File: src/rtl/dino_pkg.sv
// Shared game-flow constants used by the game controller, scene renderer and collision block.
package dino_pkg;

  localparam logic [1:0] GS_IDLE = 2'b00;
  localparam logic [1:0] GS_RUN  = 2'b01;
  localparam logic [1:0] GS_OVER = 2'b10;

  localparam int unsigned SCREEN_W = 640;
  localparam int unsigned SCROLL_W = 10;
  localparam int unsigned SPEED_W  = 4;
  localparam int unsigned SCORE_W  = 16;

endpackage

File: src/rtl/sync_edge.sv
// Two-flop synchroniser for an asynchronous level followed by a registered rising-edge pulse.
module sync_edge (
  input  logic clk,
  input  logic rst_n,
  input  logic async_in,
  output logic pulse
);

  logic [2:0] sync_q;

  // sync_q[1:0] is the metastability chain; sync_q[2] holds the previous synchronised level
  always_ff @(posedge clk or negedge rst_n) begin
    if (!rst_n) begin
      sync_q <= 3'b000;
      pulse  <= 1'b0;
    end else begin
      sync_q <= {sync_q[1:0], async_in};
      pulse  <= sync_q[1] & ~sync_q[2];
    end
  end

endmodule

File: src/rtl/scene_game_ctrl.sv
// Game-flow controller: IDLE/RUN/OVER sequencing, scroll offset, score, speed ramp and restart hold-off.
module scene_game_ctrl
  import dino_pkg::*;
#(
  parameter int unsigned SPEED_INIT = 2,
  parameter int unsigned SPEED_MAX  = 8,
  parameter int unsigned SPEED_STEP = 100,
  parameter int unsigned SCORE_DIV  = 10,
  parameter int unsigned OVER_HOLD  = 50
) (
  input  logic                clk,
  input  logic                rst_n,
  input  logic                clk_100Hz,
  input  logic                btn_jump,
  input  logic                collision,
  output logic [1:0]          game_state,
  output logic [SCROLL_W-1:0] scroll_x,
  output logic [SPEED_W-1:0]  speed,
  output logic [SCORE_W-1:0]  score,
  output logic                tick
);

  localparam int unsigned DIV_W  = (SCORE_DIV > 1) ? $clog2(SCORE_DIV) : 1;
  localparam int unsigned HOLD_W = $clog2(OVER_HOLD + 1);
  localparam int unsigned STEP_W = (SPEED_STEP > 1) ? $clog2(SPEED_STEP) : 1;
  localparam int unsigned SUM_W  = SCROLL_W + 1;

  logic                press;
  logic [1:0]          state_q,  state_d;
  logic [SCROLL_W-1:0] scroll_q, scroll_d;
  logic [SPEED_W-1:0]  speed_q,  speed_d;
  logic [SCORE_W-1:0]  score_q,  score_d;
  logic [DIV_W-1:0]    div_q,    div_d;
  logic [HOLD_W-1:0]   hold_q,   hold_d;
  logic [STEP_W-1:0]   step_q,   step_d;
  logic [SUM_W-1:0]    scroll_sum;
  logic [SCROLL_W-1:0] scroll_wrap;

  sync_edge u_sync_tick (
    .clk      (clk),
    .rst_n    (rst_n),
    .async_in (clk_100Hz),
    .pulse    (tick)
  );

  sync_edge u_sync_btn (
    .clk      (clk),
    .rst_n    (rst_n),
    .async_in (btn_jump),
    .pulse    (press)
  );

  // speed never exceeds SCREEN_W, so a single conditional subtract implements the modulus
  assign scroll_sum  = {1'b0, scroll_q} + SUM_W'(speed_q);
  assign scroll_wrap = (scroll_sum >= SUM_W'(SCREEN_W)) ? SCROLL_W'(scroll_sum - SUM_W'(SCREEN_W))
                                                        : SCROLL_W'(scroll_sum);

  always_ff @(posedge clk or negedge rst_n) begin
    if (!rst_n) begin
      state_q  <= GS_IDLE;
      scroll_q <= '0;
      speed_q  <= SPEED_W'(SPEED_INIT);
      score_q  <= '0;
      div_q    <= '0;
      hold_q   <= '0;
      step_q   <= '0;
    end else begin
      state_q  <= state_d;
      scroll_q <= scroll_d;
      speed_q  <= speed_d;
      score_q  <= score_d;
      div_q    <= div_d;
      hold_q   <= hold_d;
      step_q   <= step_d;
    end
  end

  // step_q tracks score mod SPEED_STEP so the speed bump needs no divider
  always_comb begin
    state_d  = state_q;
    scroll_d = scroll_q;
    speed_d  = speed_q;
    score_d  = score_q;
    div_d    = div_q;
    hold_d   = hold_q;
    step_d   = step_q;
    case (state_q)
      GS_IDLE: begin
        if (press) begin
          state_d  = GS_RUN;
          scroll_d = '0;
          speed_d  = SPEED_W'(SPEED_INIT);
          score_d  = '0;
          div_d    = '0;
          step_d   = '0;
        end
      end
      GS_RUN: begin
        if (collision) begin
          state_d = GS_OVER;
          hold_d  = '0;
        end else if (tick) begin
          scroll_d = scroll_wrap;
          if (div_q == DIV_W'(SCORE_DIV - 1)) begin
            div_d = '0;
            if (score_q != '1) begin
              score_d = score_q + SCORE_W'(1);
              if (step_q == STEP_W'(SPEED_STEP - 1)) begin
                step_d = '0;
                if (speed_q < SPEED_W'(SPEED_MAX)) speed_d = speed_q + SPEED_W'(1);
              end else begin
                step_d = step_q + STEP_W'(1);
              end
            end
          end else begin
            div_d = div_q + DIV_W'(1);
          end
        end
      end
      GS_OVER: begin
        if (tick && (hold_q < HOLD_W'(OVER_HOLD))) hold_d = hold_q + HOLD_W'(1);
        if (press && (hold_q == HOLD_W'(OVER_HOLD))) state_d = GS_IDLE;
      end
      default: state_d = GS_IDLE;
    endcase
  end

  assign game_state = state_q;
  assign scroll_x   = scroll_q;
  assign speed      = speed_q;
  assign score      = score_q;

endmodule

File: config.mk
export PLATFORM = sky130hd
export DESIGN_NAME = scene_game_ctrl
export DESIGN_NICKNAME = d
export VERILOG_FILES = /design/src/rtl/dino_pkg.sv /design/src/rtl/sync_edge.sv /design/src/rtl/scene_game_ctrl.sv
export SDC_FILE = /design/constraint.sdc
export NUM_CORES = 1
export LEC_CHECK = 0
export ABC_AREA = 1
export CAP_MARGIN = 15
export CORE_MARGIN = 1
export CORE_UTILIZATION = 40
export DETAILED_ROUTE_END_ITERATION = 10
export PLACE_DENSITY = 0.57
export SYNTH_ARGS = -nofsm -noshare
export SYNTH_HDL_FRONTEND = slang
export SYNTH_HIERARCHICAL = 1
export SYNTH_SLANG_ARGS = --single-unit
File: constraint.sdc
create_clock -name clk -period 3.3 [get_ports clk]
set_input_delay 0.495 -clock clk [delete_from_list [all_inputs] [get_ports clk]]
set_output_delay 0.495 -clock clk [all_outputs]
set_load 0.01 [all_outputs]
==> flow_metrics.env <==
export IMPL_fp_coreArea_um2=7730
export IMPL_antenna_left=0
export IMPL_num_rows=32
export IMPL_multi_input_area_um2=1510
export IMPL_setup_tns_ps=0
export IMPL_io_buffers=37
export IMPL_synth_nets=403
export IMPL_swShare=0.338
export IMPL_cts_sinks=57
export IMPL_regArea_um2=1430
export IMPL_yosysMostFrequentCell="nand2_1"
export IMPL_irDropWorstVdd_v=0.000228
export IMPL_finalNetCount=444
export IMPL_synth_seq_area_share=0.447
export IMPL_worst_r2r_path_depth=11
export IMPL_cp_start_kind="flip-flop"
export IMPL_p_clk_frac=0.314
export IMPL_hold_slack_ps=168
export IMPL_finalHoldViolCount=0
export IMPL_gp_congestion=0.837
export IMPL_cts_hold_fix_buffers=0
export IMPL_die_h_um=91.4
export IMPL_yosysTopAreaCell="dfrtp_1"
export IMPL_netlist_area_leader_share=0.439
export IMPL_required_ps=3570
export IMPL_nFillCells=762
export IMPL_antenna_found_initial=0
export IMPL_worstMarginPinSlew_ps=614
export IMPL_synth_edf_count=0
export IMPL_yosys_register_bits=57
export IMPL_seq_power_share=0.427
export IMPL_ys_warn_count=6
export IMPL_cap_violations=0
export IMPL_die_x_um=91.4
export IMPL_rsz0062_at_grt="no"
export IMPL_clkTransAtPathRegs_ps=70
export IMPL_fmax_ghz=0.441
export IMPL_initialDrtViolationCount=108
export IMPL_max_slew_margin=0.590
export IMPL_period_minus_slack_ps=2270
export IMPL_die_area_um2=8350
export IMPL_synthDistinctLibCells=42
export IMPL_vias_per_cell=4.95
export IMPL_reg2reg_slack_ps=1030
export IMPL_arrival_ps=2530
export IMPL_switching_power_uw=697
export IMPL_wirelength_mm=6.78
export IMPL_cts_setup_buffers=0
export IMPL_vias=2645
export IMPL_cts_max_level=3
export IMPL_final_max_slew_violation_count=0
export IMPL_area_growth_pct=19.8
export IMPL_tritoncts="yes"
export IMPL_p_leak_uw=0.00170
export IMPL_setup_worst_path_end_class="flip-flop"
export IMPL_grt_max_degree=31
export IMPL_routedWlPerCell_um=12.7
export IMPL_syn_cell_area_um2=3200
export IMPL_fin_worst_skew_ps=12.0
export IMPL_grt_pass1_vias=2538
export IMPL_synthArstFlopShare=1.00
export IMPL_root_buffer="clkbuf_8"
export IMPL_power_density_nw_per_um2=538
export IMPL_synth_common_cells="nand2_1, dfrtp_1, inv_1, nand3_1, o21ai_0"
export IMPL_io_pins=38
export IMPL_drt_pass1_iter_count=4
export IMPL_grt_pass1_wl_mm=11.6
export IMPL_hp_class="input port to async pin"
export IMPL_start_util=0.414
export IMPL_path_class="flip-flop to flip-flop"
export IMPL_drive_gt1_frac=0.106
export IMPL_diodes=0
export IMPL_cp_max_fo=28
export IMPL_cts_inserted_buffers=9
export IMPL_clockBufferDepth=2
export IMPL_synth_area_leaders="dfrtp_1, nand2_1, nand3_1"
export IMPL_synthCells=386
export IMPL_synth_ff_type="dfrtp_1"
export IMPL_grtUsageTotal=0.175
export IMPL_status="completed"
export IMPL_grt_overflow_total=0
export IMPL_dp_hpwl_mm=4.82
export IMPL_finalSetupViolations=0
export IMPL_pwr_share_comb=0.259
export IMPL_clock_latency_ps=340
export IMPL_cts_resized=0
export IMPL_p_int_uw=1360
export IMPL_drc=0
export IMPL_synth_area_per_cell_um2=8.28
export IMPL_period_share=0.687
==> flip-flops by register name (all words and copies together) (netlist names) <==
name and cells:
u_sync_btn/sync_q 3, u_sync_btn/pulse 1, u_sync_tick/sync_q 3, step_q 7
game_state 2, div_q 4, speed 4, scroll_x 10
score 16, hold_q 6, u_sync_tick/pulse 1
==> path summary, 6_finish.rpt <==
kind | to | start
worst min-delay path | game_state[0] | rst_n
min in group clk | u_sync_tick/sync_q[1] | u_sync_tick/sync_q[0]
worst max-delay path | score[6] | game_state[0]
worst max register to register | score[6] | game_state[0]
worst min register to register | u_sync_tick/sync_q[1] | u_sync_tick/sync_q[0]
max in group asynchronous | speed[1] | rst_n
==> per-stage QoR <==
stage / setup WS [ps] / utilization / cell area [µm²] / cells / power [µW]
after detailed placement: 898 / 0.471 / 3640 / 518 / 1440
after global routing: 795 / 0.495 / 3830 / 534 / 2190
after global placement: 966 / 0.471 / 3640 / 518 / 1430
after CTS: 999 / 0.495 / 3830 / 534 / 2090
final: 1030 / 0.495 / 3830 / 534 / 2060
after floorplan: 1320 / - / 3200 / 386 / 1250
==> cell families (layout without fill, tap and decap cells) <==
| family | after synthesis | count (layout) | synth area share |
|---|---|---|---|
| and+or+nand+nor | 187 | 187 | 0.276 |
| xor gates and xnor gates | 10 | 10 | 0.0274 |
| adders and majority gates | 12 | 12 | 0.0493 |
| DFF | 57 | 57 | 0.447 |
| AOI/OAI and AO/OA | 59 | 59 | 0.117 |
| muxes | 1 | 1 | 0.00313 |
| buffers and inverters | 60 | 106 | 0.0799 |
==> critical path: stages, from the launching register on <==
cell,delay (ps)
dfrtp_1,430
nand2_4,250
clkinv_2,280
nand2_1,140
nand2_2,60
nand2_2,230
nor2_4,70
nand2_4,280
inv_4,170
nand3_1,100
nand2_1,60
a21oi_2,100
==> area by class of cell <==
cell class                 count  share of cell area
inverter                      52              0.0520
sequential                    57               0.373
multi-input combinational    269               0.395
tap                          102              0.0333
timing repair buffer          38              0.0974
clock inverter                 3              0.0105
clock buffer                  13              0.0389
==> power by group through the flow <==
| stage | sequential, µW | combinational (µW) | clock (µW) |
|---|---|---|---|
| 2_1_floorplan | 898 | 351 | 0 |
| 3_3_place_gp | 891 | 536 | 0 |
| 3_5_place_dp | 892 | 544 | 0 |
| 4_1_cts | 880 | 545 | 667 |
| 5_1_grt | 895 | 603 | 693 |
| 6_report | 879 | 534 | 646 |
==> metal layers <==
layer	GRT usage	wire (µm)	up-vias
met2	0.280	3060	35
met5	0	0	-
li1	-	-	1374
met4	0.0635	99	0
met1	0.230	3440	1227
met3	0.0427	177	9
==> cells in the final DEF, fill, tap and decap left out, drive strengths merged, types with 2 or more instances in the layout <==
master | netlist | layout
nor2 | 26 | 26
buf | 8 | 2
clkbuf | 0 | 13
dfrtp | 56 | 56
nor3 | 15 | 15
clkdlybuf4s50 | 0 | 36
a31oi | 3 | 3
clkinv | 1 | 3
ha | 11 | 11
o22ai | 3 | 3
inv | 51 | 51
nand4 | 11 | 11
o21ai | 31 | 31
a21oi | 11 | 11
or2 | 2 | 2
nand3 | 38 | 38
o31ai | 8 | 8
o21a | 2 | 2
nand2 | 90 | 90
xor2 | 9 | 9
nor3b | 2 | 2
No activity file was read; power rests on OpenSTA's default activity.
